$ cat src/rtl/alu1_bit.sv
// One-bit ALU slice: AND/OR/NOR, add/sub and SLT pass-through, with registered,
// valid-qualified outputs (one-cycle latency).
module alu1_bit (
  input  logic clk,
  input  logic reset,
  input  logic in_valid,
  input  logic a,
  input  logic b,
  input  logic lessinp,
  input  logic cin,
  input  logic ainv,
  input  logic binv,
  input  logic opcodeA,
  input  logic opcodeB,
  output logic cout,
  output logic result,
  output logic set,
  output logic overflow,
  output logic out_valid
);

  logic a_p, b_p, sum, co, ovf, res_c;
  logic result_d, result_q;
  logic cout_d, cout_q;
  logic set_d, set_q;
  logic overflow_d, overflow_q;
  logic out_valid_d, out_valid_q;

  always_comb begin
    a_p = a ^ ainv;
    b_p = b ^ binv;
    sum = a_p ^ b_p ^ cin;
    co  = (a_p & b_p) | (cin & (a_p ^ b_p));
    ovf = cin ^ co;
    unique case ({opcodeA, opcodeB})
      2'b00:   res_c = a_p & b_p;
      2'b01:   res_c = a_p | b_p;
      2'b10:   res_c = sum;
      default: res_c = lessinp;
    endcase
  end

  // Data outputs only load on a valid cycle; otherwise they hold.
  always_comb begin
    result_d    = result_q;
    cout_d      = cout_q;
    set_d       = set_q;
    overflow_d  = overflow_q;
    out_valid_d = in_valid;
    if (in_valid) begin
      result_d   = res_c;
      cout_d     = co;
      set_d      = sum ^ ovf;
      overflow_d = ovf;
    end
  end

  always_ff @(posedge clk) begin
    if (reset) begin
      result_q    <= 1'b0;
      cout_q      <= 1'b0;
      set_q       <= 1'b0;
      overflow_q  <= 1'b0;
      out_valid_q <= 1'b0;
    end else begin
      result_q    <= result_d;
      cout_q      <= cout_d;
      set_q       <= set_d;
      overflow_q  <= overflow_d;
      out_valid_q <= out_valid_d;
    end
  end

  assign result    = result_q;
  assign cout      = cout_q;
  assign set       = set_q;
  assign overflow  = overflow_q;
  assign out_valid = out_valid_q;

endmodule

$ cat config.mk
export PLATFORM = sky130hd
export DESIGN_NAME = alu1_bit
export DESIGN_NICKNAME = d
export VERILOG_FILES = /design/src/rtl/alu1_bit.sv
export SDC_FILE = /design/constraint.sdc
export NUM_CORES = 1
export LEC_CHECK = 0
export CORE_AREA = 10 10 47 49
export CTS_CLUSTER_SIZE = 10
export DETAILED_ROUTE_END_ITERATION = 16
export DIE_AREA = 0 0 57 59
export HOLD_SLACK_MARGIN = 0.1
export PLACE_DENSITY_LB_ADDON = 0.15
export SYNTH_ARGS = -nofsm -noshare
export SYNTH_HDL_FRONTEND = slang
export SYNTH_SLANG_ARGS = --single-unit
export TNS_END_PERCENT = 30
$ cat constraint.sdc
create_clock -name clk -period 1.8 [get_ports clk]
set_clock_uncertainty 0.05 [all_clocks]
set_input_delay 0.36 -clock clk [delete_from_list [all_inputs] [get_ports clk]]
set_output_delay 0.36 -clock clk [all_outputs]
set_load 0.05 [all_outputs]
======== After elaboration in Yosys (flattened, before gate mapping) ========
Cells that the tools add are included.
storage, ports and cells
  bits of input ports ..................... 11
  register bits after elaboration ......... 5
operators by class
  reduce and logical (&&, ||, !) cells .... 1
  equality and inequality tests ........... 2
  bitwise operators ....................... 10
  multiplexer cells ....................... 1
operators with widths
  operator                                             number
  bitwise XOR 1 bit                                    6
  one-hot mux 1 bit (3 select lines)                   1
  AND 1 bit                                            2
  equality test 2 x 1 -> 1 bit, second input constant  1
  equality test 2 bit, second input constant           1
  zero test 2 bit                                      1
  OR 1 bit                                             2

======== Depth between registers and ports, before layout ========
Gate-level depths: netlist (run 1).
  depth after elaboration ................. 6
  mapped depth ............................ 6
  depth with buffers taken out ............ 6

======== Worst setup path after synthesis (run 1) ========
No wires, ideal clock.
  path kind ............................... input-to-reg
  from .................................... input port ainv
  to ...................................... register result_q (netlist: result)
  path buffers ............................ 0
  setup time .............................. 0.095 ns
  cell stages on the path ................. 5
  data arrival time ....................... 1.517 ns
  required time ........................... 1.655 ns
  slack ................................... 0.137 ns
  path through ............................ xor2_1 fa_1 nor2_1 a21oi_1 o311ai_1
between the ends
  word-level cells in the longest chain between the ends .. 4
  elaborated cells on any way between the ends .. 6
ends and longest elaborated chain
  item                                    RTL line  text
  start, declared                         11        input logic ainv,
  bitwise XOR 1 bit (*)                   30        a_p = a ^ ainv;
  bitwise XOR 1 bit (2 in series)         32        sum = a_p ^ b_p ^ cin;
  one-hot mux 1 bit (3 select lines) (*)  35        unique case ({opcodeA, opcodeB})
  end signal, assigned                    66        result_q <= result_d;
  end, declared                           23        logic result_d, result_q;
Mark *: on every way between the ends. The rest lies on a longest branch, timed or not.
A chain may end at the register's enable or synchronous reset.

======== Worst setup path in the final report (run 1) ========
  from .................................... input port cin
  to ...................................... register result_q (netlist: result)
between the ends
  word-level cells in the longest chain between the ends .. 2
ends and longest elaborated chain
  item                                RTL line  text
  start, declared                     10        input logic cin,
  bitwise XOR 1 bit                   32
  one-hot mux 1 bit (3 select lines)  35
Every way passes these cells.

==> results.toml, run 1 <==
[hold_path]
hold_path.class = "reg2reg"

[finish]
drive_gt1_share_pct = 32.73
final_nets = 71
fillers = 148
final_area_um2 = 553.0
diodes = 0
syn_to_final_growth_pct = 76.10

[worst_setup_path]
crit_family = "buffers and inverters"
path_class = "in2reg"
slowest_delay_ns = 0.48
cp_num_buf_inv = 2
startpoint_type = "primary input"
arrival_ns = 1.76
worst_path_max_delay_cell = "clkdlybuf4s50_1"
required_ns = 1.90
path_cells = "clkdlybuf4s50_1 -> inv_1 -> fa_1 -> nor2_1 -> a21oi_1 -> o311ai_1"
crit_fanout = 2
endpoint_kind = "flop"

[floorplanning]
io_pins = 16
fp.dieW_um = 57
die_h_um = 59
rows = 14
die-area_um2 = 3363
start_util_pct = 22.41
core_area_um2 = 1401

[clock_tree]
cts_tree = "done"
cts_max_path_buffers = 2
clock_sinks = 5
cts-htree-levels = 1
cts-root-buf = "clkbuf_4"
postCtsHoldBufs = 0
clk_latency_ns = 0.26
cts_made_buffers = 3
path_clk_slew_ns = 0.05

[global_routing]
grt_max_degree = 9
grt.overflow.total = 0
grtUsageTotal_pct = 5.152
grt_pass1_wl_um = 1248
grt_pass1_vias = 310
antenna_found_initial = 0

[routing]
finalWirelength_um = 817
drt-initial-drc-count = 1
dr.pass1.iters = 2
drc_errors = 0
via_count = 301
wl_per_cell_um = 11.51
vias_per_cell = 4.239
ant_nets = 0

[sta]
fin_crit_sh_pct = 92.22
fmax_ghz = 0.6024
slew-limit-headroom_pct = 80.98
period_minus_slack_ns = 1.660
worstMarginPinSlew_ns = 0.2844
rsz0062_at_grt = "false"
hold_ws_ns = 0.4494
drv_slew = 0
setup_viol = 0
final-hold-violation-count = 0

[logic_synthesis]
post_synth.cell_area_avg_um2 = 9.814
ys_ff_latch = 5
synth_warnings = 0
synth_area_um2 = 314.1
synth_cell_types = 17
synth_top_area_share_pct = 31.87
synth.top_cells.by_area = "dfxtp_1, fa_1, ha_1"
synth_area_leader_cell = "dfxtp_1"
synth_nets = 47
synthCells = 32
ys_seq_area_share_pct = 31.87

[job]
drv_cap = 0

[power_and_ir_drop]
p_switching_uw = 134.9
clock_power_share_pct = 34.4
powerDensity_nw_per_um2 = 728.1
netSwitchingFraction_pct = 33.51
combPwrFrac_pct = 34.7
p_leak_nw = 0.2812
p_int_uw = 267.7
seqPwrFrac_pct = 30.9
worst_ir_drop_vdd_mv = 0.3798

[place]
gp_congestion = 0.6930
portBuffers = 15
placed_area_um2 = 490.5

[outcome]
outcome = "completed"
[state kept, by name, indices dropped and copies added (netlist names)]
signal	flops
overflow	1
set	1
result	1
out_valid	1
cout	1
[worst reg2reg max path, delay by kind of cell, from the launching register on]
family / cells / cell delay (ns)
flops: 1 / 0.32
simple gates: 1 / 0.34
compound gates: 1 / 0.09
[metrics by stage]
step	utilization [%]	total power [mW]	std cells	TNS [ns]	setup slack, ns
detailed placement	35.00	0.2608	66	-0.7861	-0.3347
global placement	35.00	0.2585	66	-0.6678	-0.2804
finish	39.46	0.4026	71	0	0.1400
global route	39.46	0.4277	71	0	0.06671
CTS	37.68	0.4051	70	-0.05810	-0.05810
floorplan	-	0.2017	32	0	0.1373
[cell usage in the layout, fill, tap and decap left out, types with 2 or more instances in the layout]
master / synthesis / final
mux2i_1: 2 / 2
ha_1: 2 / 2
clkdlybuf4s50_1: 0 / 6
clkbuf_4: 0 / 3
nor2b_1: 3 / 3
buf_4: 0 / 10
inv_1: 3 / 2
nor2_1: 4 / 4
dlymetal6s2s_1: 0 / 4
dfxtp_1: 5 / 5
[power groups by stage]
stage	Combinational, mW	Sequential [mW]	Clock, mW
global route	0.152	0.126	0.150
detailed placement	0.134	0.127	0
global placement	0.132	0.126	0
CTS	0.138	0.125	0.143
floorplan	0.0433	0.158	0
finish	0.140	0.124	0.138
[final cells by class]
class	instances	area (µm²)	share of cell area, %
well taps	16	20.02	3.620
multi-input cells	23	209.0	37.78
repair buffers	20	185.2	33.48
clock inverters	1	5.005	0.9050
clock buffers	3	22.52	4.072
flip-flops and latches	5	100.1	18.10
inverters	3	11.26	2.036
[metal layers]
metal	global-route usage (%)	wire, µm
met5	0	0
met3	2.146	58
met2	7.752	421
met4	8.054	47
met1	4.177	290
[synth_stat cells]
master,number
nand2_1,1
a21oi_1,1
ha_1,2
nor3b_1,1
o21ai_0,1
buf_6,1
a211oi_1,1
nor2b_1,3
xnor2_1,2
fa_1,2
nor2_1,4
inv_1,3
mux2i_1,2
xor2_1,1
dfxtp_1,5
o311ai_1,1
or3b_1,1
[final timing paths]
path | from | to | slack [ns] | depth (start not counted)
min reg2reg | overflow | overflow | 0.45 | 2
min | overflow | overflow | 0.45 | 2
max reg2reg | result | result | 0.89 | 2
max | cin | result | 0.14 | 6
[cells by family (layout without fill, tap and decap cells)]
logic type	count (synthesis)	count (layout)	share of synthesized area, %
buffers and inverters	4	27	7.171
adders and majority gates	4	4	20.72
xor gates and xnor gates	3	3	8.368
AOI/OAI and AO/OA	4	4	8.365
muxes	2	2	6.375
DFF	5	5	31.87
and+or+nand+nor	10	10	17.13
[what timing repair did]
item / in CTS / in global routing
endpoints found under the setup margin: 2 / 2
pin swaps: 0 / 6
setup buffers: 0 / 1
gates resized for setup: 2 / 6
(Power assumes the default switching activity.)
==> run 2: changes to the inputs <==
- CAP_MARGIN: not set -> 20
- RECOVER_POWER: not set -> 100
==> run 2 against run 1 <==
Cell count stayed put. Critical path depth is the same. Non-clock buffer count unchanged. Worst setup slack got worse by 0.0015 ns. Utilization is 1.8 points lower. Cell area decreased by 4.5%. Sequential power about the same. Hold slack worse by 0.00090 ns. Global-route usage unchanged. Total power decreased by 2.5%. Die area did not move. Sequential share of layout area grew 0.86 points. Largest power group is now the clock network.
==> results.toml, run 2 (same netlist as run 1, synthesis figures left out) <==
[finish]
syn_to_final_growth_pct = 68.13
diodes = 0
fin_util_pct = 37.68
fillers = 153
final_nets = 71
final_cells = 71
final_common_cell = "clkbuf_1"
drive_gt1_share_pct = 20.00
final_cell_mix = "clkbuf_1, dfxtp_1, clkdlybuf4s50_1"

[clock_tree]
clock_sinks = 5
cts_made_buffers = 3
cts_tree = "done"
cts-root-buf = "clkbuf_4"
cts-htree-levels = 1
path_clk_slew_ns = 0.05
clk_latency_ns = 0.26
cts_max_path_buffers = 2

[hold_path]
hold_path.class = "reg2reg"
hold_end = "overflow"
hold_depth = 2
hold_start = "overflow"

[power_and_ir_drop]
p_leak_nw = 0.2585
powerDensity_nw_per_um2 = 743.3
finalPower_uw = 392.5
worst_ir_drop_vdd_mv = 0.3714

[worst_setup_path]
crit_fanout = 2
startpoint_type = "primary input"
regToRegStartpoint = "result"
endpoint_kind = "flop"
r2r_cells = 2
required_ns = 1.90
arrival_ns = 1.76
path_class = "in2reg"
r2r_end = "result"
r2r_slack_ns = 0.90
crit_start = "cin"

[global_routing]
grt_max_degree = 9
use_met1_pct = 4.177
grt_pass1_wl_um = 1248
top_usage_layer = "met4"
grt.overflow.total = 0
met2_usage_pct = 7.752
grt_pass1_vias = 310
grtUsageTotal_pct = 5.152
grt_util_met3_pct = 2.146
antenna_found_initial = 0

[floorplanning]
io_pins = 16
die_h_um = 59
die-area_um2 = 3363
start_util_pct = 22.41
core_area_um2 = 1401
rows = 14
fp.dieW_um = 57

[sta]
worstMarginPinSlew_ns = 0.6027
slew-limit-headroom_pct = 59.99
rsz0062_at_grt = "false"
hold_ws_ns = 0.4485
fin_crit_sh_pct = 92.31
final-hold-violation-count = 0
setup_viol = 0
drv_slew = 0
worst_slack_ns = 0.1385
fmax_ghz = 0.6019
period_minus_slack_ns = 1.662

[place]
dpl.cell_count = 66
gp_congestion = 0.6930
place_ws_ns = -0.3347
portBuffers = 15

[routing]
via_count = 301
wl_per_cell_um = 11.61
dr.pass1.iters = 2
ant_nets = 0
finalWirelength_um = 824
vias_per_cell = 4.239
drt-initial-drc-count = 1
drc_errors = 0

[outcome]
outcome = "completed"

[job]
drv_cap = 0
run 2: critical path, cell delays in order:
cell,delay [ns]
clkdlybuf4s50_1,0.48
inv_1,0.07
fa_1,0.47
nor2_1,0.11
a21oi_1,0.04
o311ai_1,0.23
run 2: worst max path at each step:
stage / endpoint / cells past startpoint
after floorplan: result / 5
after global placement: result / 7
after detailed placement: result / 6
after CTS: result / 7
after global routing: result / 6
final: result / 6
run 2: power breakdown:
| part | switching [mW] | internal (mW) | total (mW) |
|---|---|---|---|
| Clock | 0.0573 | 0.0811 | 0.138 |
| Sequential | 0.00405 | 0.120 | 0.124 |
| Combinational | 0.0730 | 0.0569 | 0.130 |
| Total | 0.134 | 0.258 | 0.392 |
run 2: through the flow:
stage / TNS [ns] / area [µm²]
5_1_grt: 0 / 528.0
3_5_place_dp: -0.7861 / 490.5
4_1_cts: -0.05810 / 528.0
3_3_place_gp: -0.6678 / 490.5
6_report: 0 / 528.0
2_1_floorplan: 0 / 314.1
run 2: cell type report:
| cell class | instances | area (µm²) | area share [%] |
|---|---|---|---|
| multi-input combinational | 23 | 206.4 | 39.10 |
| timing repair buffer | 20 | 162.7 | 30.81 |
| sequential | 5 | 100.1 | 18.96 |
| clock buffer | 3 | 22.52 | 4.265 |
| tap | 16 | 20.02 | 3.791 |
| inverter | 3 | 11.26 | 2.133 |
| clock inverter | 1 | 5.005 | 0.9479 |
run 2: what timing repair did:
action,CTS,global route
buffers inserted,0,1
pin swaps,0,6
resized for setup,2,6
hold buffers,0,0
endpoints found under the setup margin,2,2
run 2: metal layers:
layer  up-vias  part of all wire [%]  routed length (µm)
li1        147                     -                   -
met4         0                   5.7                  47
met3         4                   7.0                  58
met5         -                     0                   0
met2        13                    51                 419
met1       137                    36                 299
